$ cat src/rtl/ice51_boot_ctrl.sv
// Boot sequencer: loads MEM_SIZE UART bytes into code memory, then releases the ice51 core.
// Optional ICE51_BOOT_CHECKSUM_EN adds a mod-256 sum check (CHECK/ERR states) before release.
module ice51_boot_ctrl #(
  parameter int unsigned MEM_SIZE   = 512,
  parameter int unsigned ADDR_W     = 9,
  parameter int unsigned GAP_CYCLES = 20000,
  parameter bit          PRELOAD    = 1'b0
) (
  input  logic              i_clk,
  input  logic              i_nrst,
  input  logic              i_rx_valid,
  input  logic [7:0]        i_rx_data,
  input  logic [ADDR_W-1:0] i_cpu_code_addr,
  output logic [ADDR_W-1:0] o_code_addr,
  output logic              o_code_we,
  output logic [7:0]        o_code_wdata,
  output logic              o_cpu_nrst,
  output logic              o_cpu_rx_valid,
  output logic [7:0]        o_cpu_rx_data,
  output logic              o_loading,
  output logic              o_boot_err
);

  localparam int unsigned       GapW     = $clog2(GAP_CYCLES + 1);
  localparam logic [ADDR_W-1:0] LastAddr = ADDR_W'(MEM_SIZE - 1);
  localparam logic [GapW-1:0]   GapLast  = GapW'(GAP_CYCLES - 1);

  typedef enum logic [1:0] {StLoad, StCheck, StRun, StErr} state_e;

  state_e            state_q;
  logic [ADDR_W-1:0] ptr_q;
  logic [ADDR_W-1:0] addr_q;
  logic [GapW-1:0]   gap_q;
  logic              code_we_q;
  logic [7:0]        code_wdata_q;
  logic              cpu_nrst_q;
  logic              cpu_rx_valid_q;
  logic [7:0]        cpu_rx_data_q;
`ifdef ICE51_BOOT_CHECKSUM_EN
  logic [7:0]        sum_q;
  logic              boot_err_q;
`endif

  always_ff @(posedge i_clk or negedge i_nrst) begin
    if (!i_nrst) begin
      state_q        <= PRELOAD ? StRun : StLoad;
      ptr_q          <= '0;
      addr_q         <= '0;
      gap_q          <= '0;
      code_we_q      <= 1'b0;
      code_wdata_q   <= '0;
      cpu_nrst_q     <= PRELOAD;
      cpu_rx_valid_q <= 1'b0;
      cpu_rx_data_q  <= '0;
`ifdef ICE51_BOOT_CHECKSUM_EN
      sum_q          <= '0;
      boot_err_q     <= 1'b0;
`endif
    end else begin
      code_we_q      <= 1'b0;
      cpu_rx_valid_q <= 1'b0;
      case (state_q)
        StLoad: begin
          // Leave LOAD only once the final write pulse has completed.
          if (code_we_q && addr_q == LastAddr) begin
`ifdef ICE51_BOOT_CHECKSUM_EN
            state_q    <= StCheck;
`else
            state_q    <= StRun;
            cpu_nrst_q <= 1'b1;
`endif
          end else if (i_rx_valid) begin
            code_we_q    <= 1'b1;
            addr_q       <= ptr_q;
            code_wdata_q <= i_rx_data;
`ifdef ICE51_BOOT_CHECKSUM_EN
            sum_q        <= sum_q + i_rx_data;
`endif
            if (ptr_q != LastAddr) ptr_q <= ptr_q + ADDR_W'(1);
          end
        end
`ifdef ICE51_BOOT_CHECKSUM_EN
        StCheck: begin
          if (i_rx_valid) begin
            if (i_rx_data == sum_q) begin
              state_q    <= StRun;
              cpu_nrst_q <= 1'b1;
            end else begin
              state_q    <= StErr;
              boot_err_q <= 1'b1;
            end
          end
        end
`endif
        StRun: begin
          cpu_rx_valid_q <= i_rx_valid;
          if (i_rx_valid) cpu_rx_data_q <= i_rx_data;
        end
        default: ;
      endcase

      // Stalled transfer: restart from address 0 unless a byte arrives on the expiry cycle.
      if ((state_q == StLoad || state_q == StCheck) && ptr_q != '0) begin
        if (i_rx_valid) begin
          gap_q <= '0;
        end else if (gap_q == GapLast) begin
          gap_q   <= '0;
          ptr_q   <= '0;
          addr_q  <= '0;
          state_q <= StLoad;
`ifdef ICE51_BOOT_CHECKSUM_EN
          sum_q   <= '0;
`endif
        end else begin
          gap_q <= gap_q + GapW'(1);
        end
      end else begin
        gap_q <= '0;
      end
    end
  end

  assign o_code_addr    = (state_q == StRun) ? i_cpu_code_addr : addr_q;
  assign o_code_we      = code_we_q;
  assign o_code_wdata   = code_wdata_q;
  assign o_cpu_nrst     = cpu_nrst_q;
  assign o_cpu_rx_valid = cpu_rx_valid_q;
  assign o_cpu_rx_data  = cpu_rx_data_q;
  assign o_loading      = (state_q == StLoad) || (state_q == StCheck);
`ifdef ICE51_BOOT_CHECKSUM_EN
  assign o_boot_err     = boot_err_q;
`else
  assign o_boot_err     = 1'b0;
`endif

endmodule

$ cat config.mk
export PLATFORM = sky130hd
export DESIGN_NAME = ice51_boot_ctrl
export DESIGN_NICKNAME = d
export VERILOG_FILES = /design/src/rtl/ice51_boot_ctrl.sv
export SDC_FILE = /design/constraint.sdc
export NUM_CORES = 1
export LEC_CHECK = 0
export CORE_MARGIN = 3
export CORE_UTILIZATION = 38
export DETAILED_ROUTE_END_ITERATION = 12
export GPL_TIMING_DRIVEN = 0
export SLEW_MARGIN = 5
export SYNTH_ARGS = -nofsm -noshare
export SYNTH_HDL_FRONTEND = slang
export SYNTH_SLANG_ARGS = --single-unit
export TNS_END_PERCENT = 1
$ cat constraint.sdc
create_clock -name i_clk -period 2.1 [get_ports i_clk]
set_input_delay 0.21 -clock i_clk [delete_from_list [all_inputs] [get_ports i_clk]]
set_output_delay 0.21 -clock i_clk [all_outputs]
set_load 0.005 [all_outputs]
======== Yosys cells after proc, flatten, opt, wreduce, memory -nomap -nowiden ========
Cells that the tools add are included.
cells by class
  $add $sub $neg .......................... 2
  equality and inequality tests ........... 5
  muxes and demuxes ....................... 26
  bitwise logic cells ..................... 1
  reduce and logical (&&, ||, !) cells .... 8
operators with widths
  cell                                                             number
  9-bit two-way mux                                                14
  15-bit two-way mux                                               3
  15-bit by 1-bit adder with 15-bit output, second input constant  1
  15-bit == test, second input constant                            1
  2-bit two-way mux                                                5
  9-bit by 1-bit adder with 9-bit output, second input constant    1
  9-bit == test, second input constant                             1
  9-bit != test, second input constant                             1
  9-bit nonzero test                                               1
  1-bit two-way mux                                                4
  2-bit AND reduction                                              2
  3-bit AND reduction                                              1
  2-bit by 1-bit == test with 1-bit output, second input constant  1
  2-bit == test, second input constant                             1
  1-bit logical AND                                                2
  2-bit zero test                                                  1
  1-bit logical OR                                                 1
  1-bit inverter                                                   1
word-level totals
  flip-flop bits (word level) ............. 54
  input port bits ......................... 20
  output and inout bits ................... 30
  logic and storage cells ................. 51

======== Logic depth before layout (Yosys ltp) ========
  depth after elaboration ................. 8
  gate-level depth with buffers ........... 7
  gate-level depth less buffers ........... 6

======== Worst setup path after synthesis ========
No wires, ideal clock.
  kind .................................... register to register
  start point ............................. register ptr_q[0]
  end point ............................... register addr_q[8]
  library setup time ...................... 0.121 ns
  data arrival time ....................... 1.591 ns
  required time ........................... 1.979 ns
  setup slack ............................. 0.388 ns
  stages on the path, launching flop included .. 8
  buffers on the path ..................... 1
  period minus slack after synthesis ...... 1.712 ns
  path through ............................ dfrtp_1 > inv_1 > ha_1 > nor4b_1 > a211o_1 > nor2_2 > buf_2 > nor2_1
between the ends
  word-level cells in the longest chain between the ends .. 3
RTL lines
  item                    line  source
  start, declared         31    logic [ADDR_W-1:0] ptr_q;
  start signal, assigned  79    if (ptr_q != LastAddr) ptr_q <= ptr_q + ADDR_W'(1);
  9-bit nonzero test      103   if ((state_q == StLoad || state_q == StCheck) && ptr_q != '0) begin
  1-bit logical AND       103
  9-bit two-way mux       103
  end signal, assigned    74    addr_q <= ptr_q;
  end, declared           32    logic [ADDR_W-1:0] addr_q;
No other way between the ends.
A chain may end at the register's enable or synchronous reset.

======== Final worst setup path ========
  start point ............................. register state_q[0]
  end point ............................... output o_code_addr[2]
between the ends
  word-level cells in the longest chain between the ends .. 2
RTL lines
  item                    line  source
  start, declared         30    state_e state_q;
  start signal, assigned  46    state_q <= PRELOAD ? StRun : StLoad;
  start signal, assigned  69    state_q <= StRun;
  start signal, assigned  110   state_q <= StLoad;
  2-bit == test           123   assign o_code_addr = (state_q == StRun) ? i_cpu_code_addr : addr_q;
  9-bit two-way mux       123
  end, declared           14    output logic [ADDR_W-1:0] o_code_addr,
No other way between the ends.

==> flow_metrics.tcl <==
set metrics [dict create \
    grt_usage_pct 14.68 \
    worstMarginPinSlew_ns 0.6516 \
    path_class "register to primary output" \
    rr_startpoint "ptr_q[0]$_DFF_PN0_" \
    place.gp.congestion 0.7756 \
    drv_slew 0 \
    clock_sinks 54 \
    relSlewSlack_pct 56.41 \
    power.internal_mw 1.757 \
    tritoncts "done" \
    io_pins 50 \
    clock_path_buffers 2 \
    period_share_pct 95.67 \
    root_buffer "clkbuf_8" \
    fin_crit_ns 2.009 \
    final_nets 332 \
    skew_ns 0.009109 \
    worstPathArrival_ns 1.80 \
    antenna_found_initial 0 \
    powerDensity_nw_per_um2 740.6 \
    grt_pass1_wl_mm 9.018 \
    critPathCaptureType "primary output" \
    dpl.hpwl_mm 3.767 \
    met1_length_mm 2.441 \
    grt_overflow 0 \
    synthToLayoutAreaGrowth_pct 29.50 \
    dp.cells 375 \
    synth.avg_cell_area_um2 10.17 \
    status "finished clean" \
    design_area_um2 3279 \
    finalHoldViolations 0 \
    drive_above_1_share_pct 15.16 \
    core_um2 6386 \
    maxCapViolations 0 \
    numCtsBuffers 5 \
    nFillCells 603 \
    clock_latency_ns 0.31 \
    finalWirelength_mm 5.304 \
    p_leak_nw 1.387 \
    combPwrFrac_pct 22.7 \
    place_area_um2 3124 \
    hold_slack_ns 0.3666 \
    start_util_pct 39.66 \
    vias 1942 \
    dieArea_um2 7680 \
    instances_no_fill 387 \
    p_sw_uw 672.0 \
    antenna_cells 0 \
    syn_area_um2 2532 \
    ant_nets 0 \
    ys_ff_latch 54 \
    cts.reportedPaths.clkPinSlew_ns 0.09 \
    clock_power_share_pct 25.5 \
    die_w_um 87.64 \
    ys_types 38 \
    syn-num-nets 272 \
    firstDrtPassIters 4 \
    grt_pass1_vias 1945 \
    crit_required_ns 1.89 \
    vias_per_cell 5.018 \
    sw_frac_of_total_pct 27.67 \
    report.final.setup_viol 0 \
    r2r-end "state_q[1]$_DFF_PN0_" \
    highest_layer "met4" \
    rrSetupSlack_ns 0.19 \
    tns_ns 0 \
    wl_per_cell_um 13.71 \
    drtIter0Drc 102 \
    ys_seq_area_share_pct 53.36 \
    wl_met2_mm 2.544 \
    io_buffers 48 \
    r2r_cells 7 \
    crit_fanout 10 \
    cp-start-kind "register" \
    htree_levels 2 \
    num_rows 29 \
    seq_power_share_pct 51.8 \
    met3RoutedLength_um 259 \
    drc_errors 0 \
    grt_max_degree 38 \
    grt_setup_unrepaired "no" \
    yosysWarnings 0 \
    syn_inst 249 \
    dieHeight_um 87.64 \
    hp-class "primary input to async pin" \
    ir_worst_vdd_mv 0.3908 \
    fmax_ghz 0.4977 \
]
==> registers in the layout, summed over array words and instances, names as in the netlist <==
register,count
o_code_we,1
addr_q,9
o_code_wdata,8
o_cpu_nrst,1
gap_q,15
o_cpu_rx_valid,1
o_cpu_rx_data,8
state_q,2
ptr_q,9
==> cell usage in the layout, fill, tap and decap left out, drive strengths merged <==
cell type / synthesis / final
a211o: 1 / 1
a211oi: 1 / 1
a21oi: 19 / 19
a31o: 1 / 1
a41oi: 1 / 1
and2: 1 / 1
and4: 3 / 3
buf: 7 / 12
clkbuf: 1 / 7
clkdlybuf4s50: 0 / 47
clkinvlp: 0 / 1
conb: 1 / 1
dfrtp: 54 / 54
dlygate4sd3: 0 / 1
ha: 3 / 3
inv: 9 / 10
mux2: 17 / 17
mux2i: 1 / 1
nand2: 53 / 53
nand2b: 1 / 1
nand3: 9 / 9
nand4: 7 / 7
nor2: 21 / 21
nor3: 1 / 1
nor3b: 2 / 2
nor4: 4 / 4
nor4b: 3 / 3
o21ai: 4 / 4
o22ai: 1 / 1
o31ai: 5 / 5
o41ai: 1 / 1
or3: 3 / 3
or4: 4 / 4
xnor2: 2 / 2
xor2: 8 / 8
==> area by class of cell <==
| cell class | count | area, um2 | area share (%) |
|---|---|---|---|
| inverters | 9 | 33.78 | 1.030 |
| flip-flops and latches | 54 | 1353 | 41.24 |
| clock buffers | 6 | 82.58 | 2.518 |
| well taps | 77 | 96.34 | 2.938 |
| clock inverters | 2 | 16.27 | 0.4960 |
| plain buffers | 8 | 47.55 | 1.450 |
| multi-input cells | 178 | 1110 | 33.84 |
| repair buffers | 53 | 540.5 | 16.48 |
==> routing by layer <==
metal / vias up / GRT usage [%]
met3: 7 / 3.293
met1: 913 / 19.28
li1: 985 / -
met4: 0 / 5.858
met5: - / 0
met2: 37 / 23.56
==> worst max-delay path, cell delays in order, from the launching register on <==
cell and delay, ns:
dfrtp_1 0.46, nor2_4 0.13, buf_12 0.13, mux2_2 0.32
clkdlybuf4s50_1 0.45
==> kinds of logic after synthesis <==
kind of cell	Yosys count	synth area share [%]
compound gates	34	8.696
xor+xnor	10	3.459
fa+ha+maj	3	1.482
buf+inv	17	3.211
flops	54	53.36
mux	18	7.954
other cells	1	0.1481
simple gates	112	21.69
==> power by group through the flow <==
stage / Sequential [mW] / Clock, mW / Combinational (mW)
finish: 1.26 / 0.620 / 0.552
global route: 1.28 / 0.677 / 0.616
CTS: 1.26 / 0.645 / 0.562
detailed placement: 1.28 / 0 / 0.547
global placement: 1.28 / 0 / 0.535
floorplan: 1.26 / 0 / 0.258
==> Yosys cell counts <==
library cell	n	area, um2
a211o_1	1	8.760
a211oi_1	1	7.510
a21oi_1	19	95.09
a31o_2	1	8.760
a41oi_1	1	8.760
and2_1	1	6.260
and4_1	3	26.28
buf_2	4	20.02
buf_4	3	22.52
clkbuf_2	1	5.000
conb_1	1	3.750
dfrtp_1	54	1351
ha_1	3	37.54
inv_1	8	30.03
inv_2	1	3.750
mux2_2	17	191.4
mux2i_1	1	10.01
nand2_1	52	195.2
nand2_2	1	6.260
nand2b_1	1	6.260
nand3_1	9	45.04
nand4_1	7	43.79
nor2_1	19	71.32
nor2_2	2	12.51
nor3_2	1	10.01
nor3b_1	1	7.510
nor3b_4	1	18.77
nor4_1	4	25.02
nor4b_1	3	26.28
o21ai_0	2	10.01
o21ai_1	2	10.01
o22ai_1	1	6.260
o31ai_1	5	37.54
o41ai_4	1	27.53
or3_1	3	18.77
or4_1	4	30.03
xnor2_1	2	17.52
xor2_1	8	70.07
==> per-stage QoR <==
step           util, %  total power, mW  worst slack, ns
5_1_grt          51.35            2.575          0.02504
2_1_floorplan        -            1.521           0.3876
4_1_cts          51.27            2.466          0.06681
3_3_place_gp     48.69            1.815          -0.8332
3_5_place_dp     48.92            1.827          0.05337
6_report         51.35            2.429          0.09083
==> worst max-delay path by stage <==
stage | startpoint | endpoint | slack [ns]
floorplan | ptr_q[0]$_DFF_PN0_ | addr_q[8]$_DFF_PN0_ | 0.39
global placement | i_nrst | gap_q[11]$_DFF_PN0_ | -0.83
detailed placement | i_rx_valid | ptr_q[4]$_DFF_PN0_ | 0.05
CTS | ptr_q[0]$_DFF_PN0_ | state_q[1]$_DFF_PN0_ | 0.07
global route | state_q[1]$_DFF_PN0_ | o_code_addr[7] | 0.03
finish | state_q[0]$_DFF_PN0_ | o_code_addr[2] | 0.09
==> timing repair <==
action,CTS,global route
hold endpoints to repair,17,0
buffers inserted,3,0
endpoints found under the setup margin,9,10
gates resized for setup,2,1
pin swaps,1,0
hold buffers,1,0
Note: power is estimated with default switching activity, not from simulation.
